### src/rtl/midi_cmd_encoder.sv
// midi_cmd_encoder: turns a MIDI byte stream into 16-bit note-command words.
//
// Command word layout: bit15 = 1 start / 0 stop, [14:8] note, [7:0] velocity.
// 16'h7F00 (stop, note 127) means STOP_ALL downstream; 16'h0000 means no command.
// Commands are queued in a small FIFO and paced out one cycle each, with at
// least CMD_GAP all-zero cycles between consecutive words.
//
// Optional build macro MIDI_OMNI_EN: when defined, CHANNEL is ignored and
// channel messages on all 16 channels are accepted.
//
// Parameters:
//   CHANNEL    - MIDI channel (0-15) accepted
//   FIFO_DEPTH - command FIFO entries (power of 2, >= 2)
//   CMD_GAP    - minimum zero cycles on o_data between two command words
//
// Ports:
//   clk        - system clock, rising edge
//   reset_n    - asynchronous active-low reset
//   i_byte     - MIDI byte
//   i_valid    - i_byte valid this cycle (no backpressure)
//   o_data     - command word, 16'h0000 when idle
//   o_busy     - FIFO non-empty or gap counter running
//   o_overflow - sticky, a command was dropped because the FIFO was full
module midi_cmd_encoder #(
    parameter int unsigned CHANNEL    = 0,
    parameter int unsigned FIFO_DEPTH = 4,
    parameter int unsigned CMD_GAP    = 1
) (
    input  logic        clk,
    input  logic        reset_n,
    input  logic [7:0]  i_byte,
    input  logic        i_valid,
    output logic [15:0] o_data,
    output logic        o_busy,
    output logic        o_overflow
);

    localparam int unsigned AW = $clog2(FIFO_DEPTH);
    localparam int unsigned CW = AW + 1;
    localparam int unsigned GW = (CMD_GAP < 1) ? 1 : $clog2(CMD_GAP + 1);

    typedef enum logic [1:0] {StIdle, StData1, StData2, StSkip} state_e;

    state_e      state_q, state_d;
    logic        rs_valid_q, rs_valid_d;
    logic [7:0]  rs_status_q, rs_status_d;
    logic [6:0]  d1_q, d1_d;

    logic [15:0] mem_q [FIFO_DEPTH];
    logic [AW-1:0] wr_ptr_q, rd_ptr_q;
    logic [CW-1:0] count_q;
    logic [GW-1:0] gap_q;
    logic [15:0] data_q;
    logic        overflow_q;

    logic        is_sys, is_status, is_data;
    logic        eff_data1;
    logic [3:0]  msg_type;
    logic        cmd_valid;
    logic [15:0] cmd_word;
    logic        full, empty, pop, push, drop;

    function automatic logic chan_match(input logic [3:0] ch);
`ifdef MIDI_OMNI_EN
        return 1'b1 | (ch == 4'h0);
`else
        return ch == CHANNEL[3:0];
`endif
    endfunction

    // Byte classes; real-time bytes (F8-FF) fall in none of them and are ignored.
    assign is_sys    = (i_byte[7:3] == 5'b11110);
    assign is_status = i_byte[7] && (i_byte[7:4] != 4'hF);
    assign is_data   = !i_byte[7];
    assign msg_type  = rs_status_q[7:4];

    // A data byte in IDLE with a matching running status starts a new message.
    assign eff_data1 = (state_q == StData1) ||
                       ((state_q == StIdle) && rs_valid_q && chan_match(rs_status_q[3:0]));

    // State register
    always_ff @(posedge clk or negedge reset_n) begin
        if (!reset_n) begin
            state_q     <= StIdle;
            rs_valid_q  <= 1'b0;
            rs_status_q <= 8'h00;
            d1_q        <= 7'h00;
        end else begin
            state_q     <= state_d;
            rs_valid_q  <= rs_valid_d;
            rs_status_q <= rs_status_d;
            d1_q        <= d1_d;
        end
    end

    // Next-state logic
    always_comb begin
        state_d     = state_q;
        rs_valid_d  = rs_valid_q;
        rs_status_d = rs_status_q;
        d1_d        = d1_q;
        if (i_valid) begin
            if (is_sys) begin
                rs_valid_d = 1'b0;
                state_d    = StIdle;
            end else if (is_status) begin
                rs_valid_d  = 1'b1;
                rs_status_d = i_byte;
                state_d     = chan_match(i_byte[3:0]) ? StData1 : StSkip;
            end else if (is_data) begin
                if (eff_data1) begin
                    d1_d = i_byte[6:0];
                    // Program change / channel pressure carry one data byte only.
                    state_d = ((msg_type == 4'hC) || (msg_type == 4'hD)) ? StData1 : StData2;
                end else if (state_q == StData2) begin
                    state_d = StData1;
                end
            end
        end
    end

    // Output logic: command word produced on the final data byte
    always_comb begin
        cmd_valid = 1'b0;
        cmd_word  = 16'h0000;
        if (i_valid && is_data && (state_q == StData2)) begin
            case (msg_type)
                4'h9: begin
                    if (i_byte[6:0] != 7'h00) begin
                        cmd_valid = 1'b1;
                        cmd_word  = {1'b1, d1_q, 1'b0, i_byte[6:0]};
                    end else begin
                        // Stop for note 0 would look like idle, so it is dropped.
                        cmd_valid = (d1_q != 7'h00);
                        cmd_word  = {1'b0, d1_q, 8'h00};
                    end
                end
                4'h8: begin
                    cmd_valid = (d1_q != 7'h00);
                    cmd_word  = {1'b0, d1_q, 8'h00};
                end
                4'hB: begin
                    // All-sound-off (120) and all-notes-off (123) map to STOP_ALL.
                    if ((d1_q == 7'd120) || (d1_q == 7'd123)) begin
                        cmd_valid = 1'b1;
                        cmd_word  = 16'h7F00;
                    end
                end
                default: ;
            endcase
        end
    end

    // FIFO control; a pop in the same cycle frees a slot for a push when full.
    assign full  = (count_q == CW'(FIFO_DEPTH));
    assign empty = (count_q == '0);
    assign pop   = !empty && (gap_q == '0);
    assign push  = cmd_valid && (!full || pop);
    assign drop  = cmd_valid && full && !pop;

    always_ff @(posedge clk) begin
        if (push) begin
            mem_q[wr_ptr_q] <= cmd_word;
        end
    end

    always_ff @(posedge clk or negedge reset_n) begin
        if (!reset_n) begin
            wr_ptr_q   <= '0;
            rd_ptr_q   <= '0;
            count_q    <= '0;
            gap_q      <= '0;
            data_q     <= 16'h0000;
            overflow_q <= 1'b0;
        end else begin
            if (push) begin
                wr_ptr_q <= wr_ptr_q + AW'(1);
            end
            if (pop) begin
                rd_ptr_q <= rd_ptr_q + AW'(1);
            end
            case ({push, pop})
                2'b10:   count_q <= count_q + CW'(1);
                2'b01:   count_q <= count_q - CW'(1);
                default: ;
            endcase
            if (drop) begin
                overflow_q <= 1'b1;
            end
            if (pop) begin
                data_q <= mem_q[rd_ptr_q];
                gap_q  <= GW'(CMD_GAP);
            end else begin
                data_q <= 16'h0000;
                if (gap_q != '0) begin
                    gap_q <= gap_q - GW'(1);
                end
            end
        end
    end

    assign o_data     = data_q;
    assign o_busy     = !empty || (gap_q != '0);
    assign o_overflow = overflow_q;

endmodule

### config.mk
export PLATFORM = sky130hd
export DESIGN_NAME = midi_cmd_encoder
export DESIGN_NICKNAME = d
export VERILOG_FILES = /design/src/rtl/midi_cmd_encoder.sv
export SDC_FILE = /design/constraint.sdc
export NUM_CORES = 1
export LEC_CHECK = 0
export CELL_PAD_IN_SITES_DETAIL_PLACEMENT = 1
export CELL_PAD_IN_SITES_GLOBAL_PLACEMENT = 2
export CORE_ASPECT_RATIO = 0.6
export CORE_MARGIN = 4
export CORE_UTILIZATION = 47
export DETAILED_ROUTE_END_ITERATION = 10
export MAX_ROUTING_LAYER = met4
export PLACE_DENSITY_LB_ADDON = 0.1
export SETUP_SLACK_MARGIN = 0.3
export SLEW_MARGIN = 20
export SYNTH_ARGS = -nofsm -noshare
export SYNTH_HDL_FRONTEND = slang
export SYNTH_SLANG_ARGS = --single-unit
### constraint.sdc
create_clock -name clk -period 5.9 [get_ports clk]
set_input_delay 0.885 -clock clk [delete_from_list [all_inputs] [get_ports clk]]
set_output_delay 0.885 -clock clk [all_outputs]
set_load 0.02 [all_outputs]
==> reports/results.ini <==
[clock_network]
clockBufferDepth=2
htreeDepth=3
clkSinkCount=102
cts_setup_buffers=0
cts_tree=done
worst_skew_pair.late_latency_ps=340
ctsResizeCount=0
cts_buffers=9
cts_root_buf=clkbuf_16
clk_transition_reported_paths_ps=70
cts_hold_buffers=0

[detailed_routing]
highest_layer=met4
ant_nets=0
dr.pass1.iters=4
vias=2147
met3_length_um=313
drt-initial-drc-count=151
wirelength_mm=7.86
drc=0
wirelength_met1_mm=4.18
met2WireLength_mm=3.27
wl_per_cell_um=19.8
via_per_inst=5.41

[setup_path]
critPathBufInv=1
cpPeakStageDelay_ps=730
worstSetupStartpointType=input port
worstPathArrival_ps=3170
cp_data_required_time_ps=5870
endpoint_kind=flip-flop
crit_type=input port to flip-flop
worstReg2RegEnd=mem_q[0][6]
slowest_stage=and2_1
rr_worst_depth=4
cp_max_fo=15
crit_start=i_valid
r2r_start=rs_status_q[5]
path_cells=clkdlybuf4s50_1 > and4bb_2 > o211ai_1 > a31oi_2 > and2_1
cp_top_family=simple AND/OR/NAND/NOR gates
r2r_setup_slack_ps=2810

[floorplan]
row_count=26
core_area_mm2=0.00859
io_pins=29
dieHeight_um=81.2
start_util_pct=48.9
dieWidth_um=130
dieArea_mm2=0.0106

[sta]
max_freq_ghz=0.313
hold-worst-slack_ps=484
setup_violations=0
finalClockSkew_ps=6.86
fin_crit_ps=3200
tns_ps=0
rsz0062_at_grt=false
relSlewSlack_pct=33.3
finalHoldViolCount=0
slew_violations=0
tightest_slew_ps=997
fin_crit_sh_pct=54.2

[place]
io_buffers=27
placed_cell_area_mm2=0.00456
hpwl_mm=5.40
gp_congestion=0.760
dp_cells=381

[grt]
grt_max_degree=43
grt_pass1_wl_mm=13.1
grtUsageTotal_pct=17.5
grt_antenna_before_repair=0
grt_overflow=0
grt_pass1_vias=2269

[yosys]
ys_seq_elements=102
ys_seq_area_share_pct=68.0
ys_warn_count=0
ys.flop_type=edfxtp_1
yosys-top-cells-area=edfxtp_1, dfrtp_1, mux4_2, and2_1, mux2_2
synth_fp_nets=266
synth.cell_area_mm2=0.00420
synth_area_leader_cell=edfxtp_1
async_flop_share_pct=41.2
synth_top_area_share_pct=42.9
synth_cell_types=51
synth-edff-count=60
synth.avg_cell_area_um2=16.8
synthCells=250

[power_and_ir_drop]
p_leak_uw=0.00191
ir_drop_mv=0.185
seqPwrFrac_pct=46.5
power.internal_uw=1530
pwr-share-comb_pct=24.0
p_clk_share_pct=29.5
p_per_area_mw_per_mm2=443
p_sw_uw=641
switching_share_pct=29.5

[final_layout]
final_cell_count_no_fill=397
diodes=0
nets=296
area_delta_synth_final_pct=16.6
final_area_mm2=0.00489
drive_above_1_share_pct=19.3

[hold_path]
hold_path.class=flip-flop to flip-flop
hold_depth=1
whs_endpoint=o_overflow
hp-start=o_overflow

[run]
drv_cap=0

[outcome]
status=finished, final reports clean

## worst reg2reg max path, delay by kind of cell (launching register included)
kind            cells  cell delay (ps)
flops               1              420
compound gates      2              780
simple gates        2             1520
## kinds of logic (layout without fill, tap and decap cells)
logic type               Yosys count  count (layout)  share of synthesized area (%)
flip-flops                       102             102                           68.0
AND/OR/NAND/NOR                   66              66                           9.84
multiplexers                      33              33                           13.2
AO/OA/AOI/OAI                     23              23                           4.44
buffers and inverters             14              49                           1.49
XOR/XNOR                           6               6                           1.25
adder cells (fa/ha/maj)            5               5                           1.67
other                              1               1                         0.0894
## per-stage QoR
stage                     worst slack [ps]  utilization, %  power [µW]
after global routing                  2530            57.0        2290
after CTS                             2670            56.9        2200
final                                 2700            57.0        2170
after detailed placement              2320            53.1        1550
after global placement                2410            53.1        1540
after floorplan                       3070               -        1340
## cell type report
cell class	count	area, µm²
sequential	102	2850
inverter	6	22.5
timing repair buffer	27	268
clock buffer	9	225
clock inverter	7	103
fill	799	3690
tap	112	140
multi-input combinational	134	1280
## cell usage in the layout (no fill, tap or decap), types with 2 or more instances in the layout
cell type and count:
nor2_1 3, clkdlybuf4s50_1 26, mux2_1 7, mux4_2 15, edfxtp_1 60, nand2_1 14
xnor2_1 6, nor3_1 2, mux2_2 9, inv_6 2, dfrtp_1 41, ha_1 4
nand2b_1 2, inv_1 6, nand3_1 2, a21oi_1 9, bufinv_16 2, and2_1 28
clkbuf_16 9
## sequential cells by signal, indices dropped and copies added (netlist names), 2 cells and up
signal       cells
mem_q           60
o_data          15
rs_status_q      8
d1_q             7
count_q          3
rd_ptr_q         2
state_q          2
wr_ptr_q         2
## cell usage after synthesis, types with 2 or more instances
library cell  count
ha_1              4
inv_1             6
nor2_1            3
clkbuf_1          4
nor3_1            2
mux2_1            7
buf_2             2
nand2_1          14
nand3_1           2
xnor2_1           6
mux2_2            9
a21oi_1           9
dfrtp_1          42
edfxtp_1         60
mux4_2           15
and2_1           28
nand2b_1          2
buf_4             2
## power by group through the flow
stage	Combinational, µW	Sequential (µW)	Clock, µW
6_report	521	1010	639
5_1_grt	567	1030	689
4_1_cts	530	1010	654
3_5_place_dp	525	1030	0
3_3_place_gp	523	1020	0
2_1_floorplan	331	1010	0
## worst max-delay path by stage
| stage | endpoint | slack (ps) | cells after the start |
|---|---|---|---|
| final | mem_q[0][6] | 2700 | 5 |
| after global routing | mem_q[0][4] | 2530 | 5 |
| after CTS | mem_q[0][6] | 2670 | 5 |
| after detailed placement | mem_q[0][14] | 2320 | 5 |
| after global placement | mem_q[0][14] | 2410 | 5 |
| after floorplan | count_q[1] | 3070 | 6 |
## routing by layer
layer	global-route usage, %	vias up
met5	-	-
met4	4.98	0
met3	4.34	10
met2	23.4	47
met1	26.3	1097
li1	-	993
Note: power is estimated with default switching activity, not from simulation.
